--- src/rtl/conv1_layer1_dense_ctrl_pkg.sv ---
// Types and constants shared by the conv1 layer1 dense datapath blocks.
package conv1_layer1_dense_ctrl_pkg;

  localparam int RES_W = 16;

  typedef enum logic [1:0] {
    ST_IDLE,
    ST_ISSUE,
    ST_DRAIN,
    ST_DONE
  } state_e;

endpackage

--- src/rtl/conv1_layer1_dense_ctrl_fifo.sv ---
// Show-ahead result FIFO for adder-tree outputs; push and pop may coincide even when full.
module dense_res_fifo
  import conv1_layer1_dense_ctrl_pkg::*;
#(
  parameter int DEPTH = 8,
  parameter int CNT_W = $clog2(DEPTH + 1)
) (
  input  logic             clk,
  input  logic             rst,
  input  logic             push_i,
  input  logic [RES_W-1:0] wdata_i,
  input  logic             pop_i,
  output logic [RES_W-1:0] rdata_o,
  output logic [CNT_W-1:0] count_o,
  output logic             full_o,
  output logic             empty_o
);

  localparam int PTR_W = $clog2(DEPTH);
  localparam logic [CNT_W-1:0] DEPTH_C = CNT_W'(DEPTH);

  logic [RES_W-1:0] mem_q [DEPTH];
  logic [PTR_W-1:0] wr_ptr_q, rd_ptr_q;
  logic [CNT_W-1:0] count_q, count_d;
  logic             do_push, do_pop;

  assign full_o  = (count_q == DEPTH_C);
  assign empty_o = (count_q == '0);
  assign do_pop  = pop_i && !empty_o;
  assign do_push = push_i && (!full_o || do_pop);
  assign rdata_o = mem_q[rd_ptr_q];
  assign count_o = count_q;

  always_comb begin
    count_d = count_q;
    if (do_push && !do_pop) begin
      count_d = count_q + CNT_W'(1);
    end else if (!do_push && do_pop) begin
      count_d = count_q - CNT_W'(1);
    end
  end

  // Storage is cleared on reset so the head reads zero while empty after reset.
  always_ff @(posedge clk or negedge rst) begin
    if (!rst) begin
      for (int i = 0; i < DEPTH; i++) begin
        mem_q[i] <= '0;
      end
      wr_ptr_q <= '0;
      rd_ptr_q <= '0;
      count_q  <= '0;
    end else begin
      if (do_push) begin
        mem_q[wr_ptr_q] <= wdata_i;
        wr_ptr_q        <= wr_ptr_q + PTR_W'(1);
      end
      if (do_pop) begin
        rd_ptr_q <= rd_ptr_q + PTR_W'(1);
      end
      count_q <= count_d;
    end
  end

endmodule

--- src/rtl/conv1_layer1_dense_ctrl.sv ---
// Dense-layer issue sequencer: credit-throttled dot-product issue feeding a result FIFO.
// state    | meaning
// ST_IDLE  | waiting for cmd_start
// ST_ISSUE | issuing one dot product per cycle while credits remain
// ST_DRAIN | all issued; waiting for results to return and the FIFO to empty
// ST_DONE  | one-cycle done pulse
module conv1_layer1_dense_ctrl
  import conv1_layer1_dense_ctrl_pkg::*;
#(
  parameter int N_OUT      = 64,
  parameter int ADDR_W     = 7,
  parameter int FIFO_DEPTH = 8
) (
  input  logic              clk,
  input  logic              rst,
  input  logic              cmd_start,
  output logic              dp_start,
  output logic              dp_halt,
  output logic [ADDR_W-1:0] rd_addr,
  input  logic [RES_W-1:0]  res_in,
  input  logic              res_in_v,
  output logic [RES_W-1:0]  out_data,
  output logic [ADDR_W-1:0] out_idx,
  output logic              out_v,
  input  logic              out_ready,
  output logic              busy,
  output logic              done,
  output logic              err
);

  localparam int CNT_W = $clog2(N_OUT + 1);
  localparam int FC_W  = $clog2(FIFO_DEPTH + 1);
  localparam int SUM_W = FC_W + 1;
  localparam logic [CNT_W-1:0] N_OUT_C = CNT_W'(N_OUT);
  localparam logic [SUM_W-1:0] DEPTH_C = SUM_W'(FIFO_DEPTH);

  state_e            state_q, state_d;
  logic [CNT_W-1:0]  issued_q, issued_d, issued_base;
  logic [CNT_W-1:0]  received_q, received_d;
  logic [CNT_W-1:0]  popped_q, popped_d;
  logic [FC_W-1:0]   inflight_q, inflight_d;
  logic              err_q, err_d;
  logic              dp_start_q, dp_start_d;
  logic              dp_halt_q, dp_halt_d;
  logic [ADDR_W-1:0] rd_addr_q, rd_addr_d;
  logic              busy_q, busy_d;
  logic              done_q, done_d;

  logic [FC_W-1:0]   fifo_count;
  logic              fifo_full, fifo_empty;
  logic              push, pop, start_acc, issue;
  logic [SUM_W-1:0]  sum_next;

  always_comb begin
    pop       = !fifo_empty && out_ready;
    start_acc = (state_q == ST_IDLE) && cmd_start;
    push      = res_in_v && (inflight_q != '0) && (!fifo_full || pop);
    // A push only moves a credit from inflight to the FIFO, so only a pop frees one.
    sum_next  = SUM_W'(inflight_q) + SUM_W'(fifo_count) - SUM_W'(pop);

    state_d = state_q;
    case (state_q)
      ST_IDLE:  if (cmd_start) state_d = ST_ISSUE;
      ST_ISSUE: if (issued_q == N_OUT_C) state_d = ST_DRAIN;
      ST_DRAIN: if ((received_q == N_OUT_C) && fifo_empty) state_d = ST_DONE;
      ST_DONE:  state_d = ST_IDLE;
      default:  state_d = ST_IDLE;
    endcase

    // Outputs are registered, so the issue decision is made for the next cycle.
    issued_base = start_acc ? '0 : issued_q;
    issue       = (state_d == ST_ISSUE) && (issued_base < N_OUT_C) && (sum_next < DEPTH_C);

    issued_d   = issued_base + CNT_W'(issue);
    received_d = (start_acc ? '0 : received_q) + CNT_W'(push);
    popped_d   = (start_acc ? '0 : popped_q) + CNT_W'(pop);
    inflight_d = inflight_q + FC_W'(issue) - FC_W'(push);
    err_d      = (err_q && !start_acc) || (res_in_v && !push);

    dp_start_d = issue && (issued_base == '0);
    dp_halt_d  = !issue;
    rd_addr_d  = issue ? ADDR_W'(issued_base) : rd_addr_q;
    busy_d     = (state_d != ST_IDLE);
    done_d     = (state_d == ST_DONE);
  end

  always_ff @(posedge clk or negedge rst) begin
    if (!rst) begin
      state_q    <= ST_IDLE;
      issued_q   <= '0;
      received_q <= '0;
      popped_q   <= '0;
      inflight_q <= '0;
      err_q      <= 1'b0;
      dp_start_q <= 1'b0;
      dp_halt_q  <= 1'b1;
      rd_addr_q  <= '0;
      busy_q     <= 1'b0;
      done_q     <= 1'b0;
    end else begin
      state_q    <= state_d;
      issued_q   <= issued_d;
      received_q <= received_d;
      popped_q   <= popped_d;
      inflight_q <= inflight_d;
      err_q      <= err_d;
      dp_start_q <= dp_start_d;
      dp_halt_q  <= dp_halt_d;
      rd_addr_q  <= rd_addr_d;
      busy_q     <= busy_d;
      done_q     <= done_d;
    end
  end

  dense_res_fifo #(
    .DEPTH (FIFO_DEPTH),
    .CNT_W (FC_W)
  ) u_fifo (
    .clk     (clk),
    .rst     (rst),
    .push_i  (push),
    .wdata_i (res_in),
    .pop_i   (pop),
    .rdata_o (out_data),
    .count_o (fifo_count),
    .full_o  (fifo_full),
    .empty_o (fifo_empty)
  );

  assign out_v    = !fifo_empty;
  assign out_idx  = ADDR_W'(popped_q);
  assign dp_start = dp_start_q;
  assign dp_halt  = dp_halt_q;
  assign rd_addr  = rd_addr_q;
  assign busy     = busy_q;
  assign done     = done_q;
  assign err      = err_q;

endmodule

--- config.mk ---
export PLATFORM = sky130hd
export DESIGN_NAME = conv1_layer1_dense_ctrl
export DESIGN_NICKNAME = d
export VERILOG_FILES = /design/src/rtl/conv1_layer1_dense_ctrl_pkg.sv /design/src/rtl/conv1_layer1_dense_ctrl_fifo.sv /design/src/rtl/conv1_layer1_dense_ctrl.sv
export SDC_FILE = /design/constraint.sdc
export NUM_CORES = 1
export LEC_CHECK = 0
export ABC_AREA = 1
export CORE_UTILIZATION = 59
export CTS_CLUSTER_DIAMETER = 100
export CTS_CLUSTER_SIZE = 40
export DETAILED_ROUTE_END_ITERATION = 10
export PLACE_DENSITY = 0.85
export SYNTH_ARGS = -nofsm -noshare
export SYNTH_HDL_FRONTEND = slang
export SYNTH_SLANG_ARGS = --single-unit
--- constraint.sdc ---
create_clock -name clk -period 3.4 [get_ports clk]
set_input_delay 0.68 -clock clk [delete_from_list [all_inputs] [get_ports clk]]
set_output_delay 0.68 -clock clk [all_outputs]
set_load 0.01 [all_outputs]
==> results.cfg, run 1 <==
[drt]
first_pass_iters = 6
wl_per_cell_um = 16.0
vias_per_cell = 5.67
drc = 0
postRouteAntennaNets = 0
drt_iter0_drc = 520
wl_um = 19200
vias = 6779

[global_route]
grt_pass1_vias = 6597
grt_pass1_wl_um = 31800
overflow = 0
grt.total_usage_pct = 28.0
grt_max_degree = 73
grt_antenna_before_repair = 0

[die]
fp.dieW_um = 121
die_area_mm2 = 0.0147
fp-row-count = 43
num_io_pins = 57
initial_core_util_pct = 60.6
die_h_um = 121
coreArea_mm2 = 0.0139

[critical_path]
worstPathArrival_ns = 2.55
max_stage_delay_ns = 0.58
end_kind = output pin
worstSetupPathType = flop to output pin
critPathSlowestCell = dfrtp_4
cp_max_fo = 29
path_cells = buf_4, o21ai_0, o22ai_1, nor2_1, a31oi_1, clkdlybuf4s50_1
path_buf_inv = 2
crit_required_ns = 2.72
startpoint_type = flop
critical_path.top_delay_family = buffers and inverters

[power_and_ir_drop]
leakage_nw = 4.64
pwr_density_cell_mw_per_mm2 = 1120
p_clk_share_pct = 19.5
comb_power_share_pct = 46.9
netSwitchingPower_mw = 4.46
internal_power_mw = 6.52
switching_share_pct = 40.6
finalPower_mw = 11.0
ir_drop_mv = 0.644
seqPwrFrac_pct = 33.6

[synth]
postSynthAreaPerCell_um2 = 8.82
synth_simple_gate_area_share_pct = 19.6
synth_top_family_by_area = simple AND/OR/NAND/NOR gates
seq_area_frac_synth_pct = 52.7
synth.net_count = 998
yosysWarningCount = 0
synth_seq_cells = 177
synth_xor_area_share_pct = 2.19
synth_cells = 954
syn_area_mm2 = 0.00841
synth.distinct_cells = 38
synthMuxAreaShare_pct = 0
synthAdderAreaFrac_pct = 3.60
synth_compound_area_share_pct = 15.0

[placed_design]
place.gp.congestion = 0.802
port-buffer-count = 56
dp_hpwl_um = 11600
place_inst = 1164

[sta]
max_freq_ghz = 0.310
min_period_ns = 3.23
setup_viol = 0
tightest_slew_ns = 0.660
finalClockSkew_ns = 0.0137
fin_crit_sh_pct = 95.0
hold_viol_final = 0
drv_slew = 0
rsz0062_at_grt = false
fin_tns_setup_ns = 0
hold_slack_ns = 0.253
timing.slew.headroom_pct = 56.0

[clock_tree]
holdBufCountCts = 0
cts_buffers = 17
cts_tree = done
worstSkewPairLatency_ns = 0.43
cts_root_buf = clkbuf_16
clock-sinks = 177
htreeDepth = 4
clk_pin_slew_ns = 0.07
cts_buffer_depth = 2

[worst_hold_path]
hp-class = primary input to asynchronous set/reset pin

[job]
maxCapViolCount = 0

[layout]
syn_to_final_growth_pct = 16.0
finalNonFillerCells = 1196
regArea_mm2 = 0.00443
multi_input_comb_area_mm2 = 0.00340
final_nets = 1047
drive_gt1_share_pct = 9.35
diodes = 0
fill_cells = 1017

[status]
status = finished, final reports clean
[path summary, 6_finish.rpt]
check | startpoint | endpoint | slack, ns | depth (start not counted)
setup / recovery | u_fifo.rd_ptr_q[0] | out_data[3] | 0.17 | 6
hold / removal | rst | rd_addr[2] | 0.25 | 1
setup reg to reg | u_fifo.count_o[2] | inflight_q[1] | 0.40 | 16
hold reg to reg | issued_q[5] | issued_q[5] | 0.45 | 1
max in group asynchronous | rst | issued_q[2] | 2.40 | 2
min in group clk | issued_q[5] | issued_q[5] | 0.45 | 1
[cells in the final DEF (no fill, tap or decap), types with 2 or more instances in the layout]
cell type,count
nor3_1,6
a31oi_1,15
inv_2,4
nand4_1,6
inv_1,70
nand3_2,2
xor2_1,14
o22ai_1,16
o21ai_2,4
clkbuf_16,17
nand2_2,4
nand3_1,19
nand2_4,5
bufinv_16,4
buf_4,20
clkbuf_8,4
dfrtp_1,175
nand2_1,178
nor2_2,6
fa_1,2
a21oi_1,10
nand4_4,5
clkinv_4,4
nor2_1,132
o21ai_0,117
ha_1,21
o21ai_1,76
clkdlybuf4s50_1,55
buf_6,3
xnor2_1,7
[cells by family (layout without fill, tap and decap cells)]
| logic type | Yosys count | after routing |
|---|---|---|
| AO/OA/AOI/OAI | 240 | 240 |
| XOR/XNOR | 21 | 21 |
| adder cells (fa/ha/maj) | 23 | 23 |
| buffers and inverters | 124 | 186 |
| flip-flops | 177 | 177 |
| AND/OR/NAND/NOR | 369 | 369 |
[routing by layer]
layer / routed length, µm / vias to the layer above / share of wire, % / global-route usage [%]
met1: 8110 / 3246 / 42 / 36.0
met4: 328 / 0 / 1.7 / 11.8
met3: 1160 / 38 / 6.1 / 4.70
met5: 0 / - / 0 / 0
met2: 9560 / 262 / 50 / 46.8
li1: - / 3233 / - / -
[cell type report]
type	instances	area share [%]
clock inverters	11	1.81
well taps	180	2.31
multi-input cells	653	34.9
clock buffers	21	4.92
inverters	75	2.91
flip-flops and latches	177	45.4
repair buffers	79	7.73
[per-stage QoR]
step | util, % | worst slack (ns) | instance area [µm²]
CTS | 70.2 | 0.0480 | 9740
global route | 70.3 | 0.0286 | 9760
finish | 70.3 | 0.170 | 9760
floorplan | - | 0.610 | 8410
detailed placement | 65.4 | 0.00839 | 9080
global placement | 65.4 | 0.108 | 9080
[cells in the mapped netlist]
cell type    n  area, µm²
nor2_2       6       37.5
nand2_8      1       20.0
nor2_1     132        495
inv_1       70        263
nand2_1    178        668
clkbuf_2     2       10.0
dfstp_2      1       26.3
a31oi_1     16        100
nand2_2      4       25.0
a211oi_1     1       7.51
nor4_1       1       6.26
buf_4        6       45.0
nand2_4      5       56.3
dfrtp_1    176       4400
buf_1        2       7.51
o21ai_1     76        380
xor2_1      14        123
fa_1         2       40.0
buf_8        1       15.0
ha_1        21        263
o21ai_2      4       35.0
nand4_4      5        106
nand4_1      6       37.5
o22ai_1     16        100
inv_2        5       18.8
nand4_2      1       12.5
buf_6       10        113
nor3_2       1       10.0
xnor2_1      7       61.3
nand3_2      2       20.0
nor2_8       1       20.0
o21ai_0    117        586
nor3_1       6       30.0
nor2_4       1       11.3
clkbuf_1    20       75.1
a21oi_1     10       50.1
nand3_1     19       95.1
buf_2        8       40.0
[registers in the layout, summed over array words and instances, names as in the netlist]
register	cells
received_q	7
busy	1
u_fifo.wr_ptr_q	3
issued_q	7
done	1
err	1
out_idx	7
u_fifo.rd_ptr_q	3
u_fifo.count_o	4
inflight_q	4
rd_addr	7
u_fifo.mem_q	128
dp_halt	1
dp_start	1
state_q	2
[repair_timing]
action,4_1_cts,5_1_grt
gates resized for setup,0,5
endpoints found under the setup margin,0,11
buffers inserted,0,0
[power by group through the flow]
stage               clock (mW)  combinational (mW)  sequential (mW)
CTS                       2.15                5.11             3.66
global placement             0                4.85             3.64
detailed placement           0                5.04             3.67
global route              2.23                5.78             3.79
floorplan                    0                3.52             3.55
finish                    2.14                5.15             3.69
Power figures use the tool's default switching activity.
==> run 2: changes to the inputs <==
--- a/config.mk
+++ b/config.mk
@@ -10,6 +10,7 @@
 export CTS_CLUSTER_DIAMETER = 100
 export CTS_CLUSTER_SIZE = 40
 export DETAILED_ROUTE_END_ITERATION = 10
+export GPL_TIMING_DRIVEN = 0
 export PLACE_DENSITY = 0.85
 export SYNTH_ARGS = -nofsm -noshare
 export SYNTH_HDL_FRONTEND = slang
==> results.cfg, run 2 (same netlist as run 1, synthesis figures left out) <==
[status]
status = finished, final reports clean

[drt]
drt_iter0_drc = 661
vias_per_cell = 5.72
drc = 0
wl_per_cell_um = 16.8
vias = 6999
postRouteAntennaNets = 0
first_pass_iters = 6
wl_um = 20600

[layout]
syn_to_final_growth_pct = 17.8
final_cell_mix = nand2_1 (178), dfrtp_1 (176), nor2_1 (132)
drive_gt1_share_pct = 10.9
top_register = u_fifo.mem_q
final_area_mm2 = 0.00991
layout_commonest_cell = nand2_1
largest_reg_flops = 128
diodes = 0
fill_cells = 1000
final_nets = 1074

[power_and_ir_drop]
p_clk_share_pct = 19.2
comb_power_share_pct = 48.0
ir_drop_mv = 0.712
pwr_density_cell_mw_per_mm2 = 1120
netSwitchingPower_mw = 4.60
internal_power_mw = 6.49
seqPwrFrac_pct = 32.8
leakage_nw = 4.73
switching_share_pct = 41.4
finalPower_mw = 11.1

[job]
maxCapViolCount = 0

[global_route]
grt_antenna_before_repair = 0
grt_max_degree = 128
grt.busiest_layer = met2
use_met1_pct = 39.7
use_met2_pct = 47.3
grt.total_usage_pct = 30.0
overflow = 0
met3_usage_pct = 7.33
grt_pass1_wl_um = 33500
grt_pass1_vias = 6788

[critical_path]
worstPathArrival_ns = 2.65
crit_required_ns = 2.72
cp_max_fo = 10
worstSetupPathType = flop to output pin
startpoint_type = flop
end_kind = output pin

[clock_tree]
htreeDepth = 4
cts_buffers = 17
holdBufCountCts = 0
worstSkewPairLatency_ns = 0.44
cts_buffer_depth = 2
clock-sinks = 177
cts_resized = 9
cts_tree = done
clk_pin_slew_ns = 0.06
cts_setup_buffers = 0
cts_root_buf = clkbuf_16

[sta]
tightest_slew_ns = 0.622
setup_viol = 0
worst_slack_ns = 0.0745
fin_tns_setup_ns = 0
fin_crit_sh_pct = 97.8
max_freq_ghz = 0.301
timing.slew.headroom_pct = 58.5
min_period_ns = 3.33
hold_viol_final = 0
finalClockSkew_ns = 0.00920
drv_slew = 0

[placed_design]
port-buffer-count = 56
dp_hpwl_um = 13800
pre_cts_slack_ns = -0.145
dpl_cell_area_mm2 = 0.00923
place.gp.congestion = 0.869

[die]
die_area_mm2 = 0.0147
initial_core_util_pct = 60.6
coreArea_mm2 = 0.0139
fp-row-count = 43
num_io_pins = 57
die_h_um = 121
fp.dieW_um = 121

[worst_hold_path]
hp-class = primary input to asynchronous set/reset pin
## run 2: metrics by stage
stage	util, %	cells	hold WS, ns
after floorplan	-	954	0.384
after global placement	66.3	1190	0.431
after detailed placement	66.5	1191	0.446
after CTS	71.2	1223	0.150
after global routing	71.4	1223	0.171
final	71.4	1223	0.140
## run 2: path summary, 6_finish.rpt
check / startpoint / end / slack, ns / cells after the start
max in group asynchronous: rst / u_fifo.mem_q[107] / 2.34 / 2
min in group clk: issued_q[5] / issued_q[5] / 0.46 / 1
hold / removal: rst / rd_addr[2] / 0.14 / 1
setup reg to reg: u_fifo.count_o[1] / issued_q[6] / 0.36 / 19
hold reg to reg: issued_q[5] / issued_q[5] / 0.46 / 1
setup / recovery: u_fifo.rd_ptr_q[0] / out_data[1] / 0.07 / 8
## run 2: layout make-up
| type | instances | area (µm²) | share of cell area [%] |
|---|---|---|---|
| inverter | 75 | 282 | 2.84 |
| multi-input combinational | 653 | 3410 | 34.4 |
| clock inverter | 11 | 175 | 1.77 |
| buffer | 49 | 328 | 3.31 |
| clock buffer | 21 | 470 | 4.75 |
| sequential | 177 | 4430 | 44.7 |
| timing repair buffer | 57 | 593 | 5.98 |
| tap | 180 | 225 | 2.27 |
## run 2: worst max-delay path: stages, from the launching register on
cell and delay [ns]:
dfrtp_1 0.40, inv_2 0.06, buf_2 0.22, clkbuf_4 0.26, nor2_1 0.05, o22ai_1 0.24
nor2_1 0.08, a31oi_1 0.28, clkdlybuf4s50_1 0.60
## run 2: metal layers
metal	up-vias	routed length, µm
met2	352	9820
met5	-	0
met4	0	469
met3	47	1930
met1	3312	8360
li1	3288	-
## run 2: power groups by stage
stage | Sequential (mW) | Combinational, mW | Clock, mW
after floorplan | 3.55 | 3.52 | 0
after global placement | 3.62 | 4.96 | 0
after detailed placement | 3.64 | 5.16 | 0
after CTS | 3.62 | 5.24 | 2.14
after global routing | 3.74 | 5.94 | 2.22
final | 3.64 | 5.32 | 2.13
==> run 3: changes to the inputs <==
--- a/config.mk
+++ b/config.mk
@@ -5,13 +5,12 @@
 export SDC_FILE = /design/constraint.sdc
 export NUM_CORES = 1
 export LEC_CHECK = 0
-export ABC_AREA = 1
-export CORE_UTILIZATION = 59
+export CORE_UTILIZATION = 60
 export CTS_CLUSTER_DIAMETER = 100
 export CTS_CLUSTER_SIZE = 40
 export DETAILED_ROUTE_END_ITERATION = 10
 export GPL_TIMING_DRIVEN = 0
-export PLACE_DENSITY = 0.85
+export PLACE_DENSITY = 0.86
 export SYNTH_ARGS = -nofsm -noshare
 export SYNTH_HDL_FRONTEND = slang
 export SYNTH_SLANG_ARGS = --single-unit
==> constraint.sdc (replaced) <==
create_clock -name clk -period 4.1 [get_ports clk]
set_input_delay 0.82 -clock clk [delete_from_list [all_inputs] [get_ports clk]]
set_output_delay 0.82 -clock clk [all_outputs]
set_load 0.01 [all_outputs]
==> results.cfg, run 3 <==
[power_and_ir_drop]
comb_power_share_pct = 46.8
seqPwrFrac_pct = 33.4
pwr_density_cell_mw_per_mm2 = 945
ir_drop_mv = 0.570
p_clk_share_pct = 19.8
switching_share_pct = 32.2
internal_power_mw = 6.30
netSwitchingPower_mw = 2.99
leakage_nw = 4.27

[sta]
setup_viol = 0
max_freq_ghz = 0.265
fin_tns_setup_ns = 0
finalClockSkew_ns = 0.00813
timing.slew.headroom_pct = 48.1
rsz0062_at_grt = false
fin_crit_sh_pct = 91.9
hold_viol_final = 0
min_period_ns = 3.77
tightest_slew_ns = 0.779
drv_slew = 0
worst_slack_ns = 0.333

[drt]
drc = 0
drt_iter0_drc = 363
first_pass_iters = 5
vias = 4962
wl_um = 16900
vias_per_cell = 5.91
postRouteAntennaNets = 0
wl_per_cell_um = 20.1

[critical_path]
worst_r2r_startpoint = u_fifo.count_o[3]
crit_required_ns = 3.28
r2r_cells = 14
r2r_end = inflight_q[2]
cp_max_fo = 10
worstSetupPathType = flop to output pin
max_stage_delay_ns = 0.58
startpoint_type = flop
path_cells = clkbuf_1, buf_2, mux4_2, mux2_2, clkdlybuf4s50_1
rrSetupSlack_ns = 0.49
worstPathArrival_ns = 2.95
critPathSlowestCell = mux4_2
end_kind = output pin

[global_route]
grt_max_degree = 104
overflow = 0
grt_antenna_before_repair = 0
grt.total_usage_pct = 25.8
grt_pass1_wl_um = 27600
grt_pass1_vias = 5258

[synth]
synth.distinct_cells = 50
synth_cells = 569
synth_ff_type = dfrtp_1
synth.net_count = 613
synth_area_leader_cell = dfrtp_1
yosysMostFrequentCell = dfrtp_1
syn_area_mm2 = 0.00829
synth_seq_cells = 177
async_flop_share_pct = 100
seq_area_frac_synth_pct = 53.4
synth-edff-count = 0
yosysWarningCount = 0
synth_top_cells_by_area = dfrtp_1 (53%), mux2_2 (20%), mux4_2 (8.7%), ha_1 (3.2%), xnor2_1 (1.6%)
postSynthAreaPerCell_um2 = 14.6
synth_top_area_share_pct = 53.1
synthTopCellsByCount = dfrtp_1 (176), mux2_2 (145), mux4_2 (32)

[layout]
diodes = 0
final_nets = 695
final_cell_mix = dfrtp_1 (176), mux2_2 (145), clkdlybuf4s50_1 (54)
fill_cells = 870
syn_to_final_growth_pct = 18.5
top_register = u_fifo.mem_q
layout_commonest_cell = dfrtp_1
fin_util_pct = 73.6
largest_reg_flops = 128
drive_gt1_share_pct = 36.7

[clock_tree]
cts_tree = done
cts_root_buf = clkbuf_16
worstSkewPairLatency_ns = 0.43
cts_buffers = 17
clk_pin_slew_ns = 0.06
clock-sinks = 177
holdBufCountCts = 0
htreeDepth = 4
cts_buffer_depth = 2

[job]
maxCapViolCount = 0

[placed_design]
dp_hpwl_um = 11000
place.gp.congestion = 0.812
port-buffer-count = 56
pre_cts_slack_ns = -0.412

[die]
die_area_mm2 = 0.0143
die_h_um = 120
fp-row-count = 42
num_io_pins = 57
initial_core_util_pct = 62.1
fp.dieW_um = 120
coreArea_mm2 = 0.0133

[worst_hold_path]
hp-class = primary input to asynchronous set/reset pin

[status]
status = finished, final reports clean
-- run 3: cell types whose count changed after synthesis, sizes merged, moves of 32 or more --
| cell | change |
|---|---|
| inv | -50 |
| mux2 | +149 |
| mux4 | +32 |
| nand2 | -167 |
| o21ai | -194 |
| nor2 | -120 |
-- run 3: kinds of logic (layout without fill, tap and decap cells) --
kind of cell             count (synthesis)  count (layout)  synth area share, %
multiplexers                           185             185                 29.5
flip-flops                             177             177                 53.4
AND/OR/NAND/NOR                         87              87                 5.98
adder cells (fa/ha/maj)                 23              23                 3.65
buffers and inverters                   50             145                 2.55
XOR/XNOR                                27              27                 2.85
AO/OA/AOI/OAI                           20              20                 2.02
-- run 3: worst max path at each step --
stage,start,to,depth (start not counted)
after floorplan,out_ready,inflight_q[2],13
after global placement,rst,u_fifo.mem_q[74],1
after detailed placement,out_ready,inflight_q[3],14
after CTS,out_ready,inflight_q[2],14
after global routing,u_fifo.rd_ptr_q[0],out_data[14],5
final,u_fifo.rd_ptr_q[0],out_data[14],5
-- run 3: power groups by stage --
stage,combinational [mW],clock (mW),sequential (mW)
2_1_floorplan,2.97,0,2.97
3_3_place_gp,3.96,0,3.03
3_5_place_dp,4.15,0,3.11
4_1_cts,4.21,1.85,3.10
5_1_grt,4.72,1.93,3.19
6_report,4.35,1.84,3.10
-- run 3: critical path, delay by kind of cell, from the launching register on --
kind | cells | cell delay, ns
mux | 2 | 0.88
flops | 1 | 0.36
buf+inv | 3 | 1.28
-- run 3: repair_timing --
action | 4_1_cts | 5_1_grt
setup endpoints to repair | 0 | 5
gates resized for setup | 0 | 1
setup buffers | 0 | 6
-- run 3: through the flow --
step                      cell area (µm²)  instances  hold slack [ns]  total power [mW]
after floorplan                      8290        569            0.453              5.95
after global placement               9070        801            0.463              6.99
after detailed placement             9100        802            0.477              7.26
after CTS                            9780        834            0.469              9.16
after global routing                 9820        840            0.496              9.84
final                                9820        840            0.434              9.29
-- run 3: metal layers --
layer,routed length (µm),track usage (%),vias up
li1,-,-,2210
met1,7170,34.5,2587
met2,8500,41.3,139
met3,968,6.23,26
met4,288,9.38,0
met5,0,0,-
-- run 3: cell type report --
type                            count  area, µm²  area share, %
Timing Repair Buffer               63        641           6.52
Tap cell                          176        220           2.24
Sequential cell                   177       4430           45.1
Clock inverter                     13        230           2.34
Inverter                           25       93.8          0.955
Buffer                             25        118           1.20
Multi-Input combinational cell    342       3650           37.1
Clock buffer                       19        443           4.51
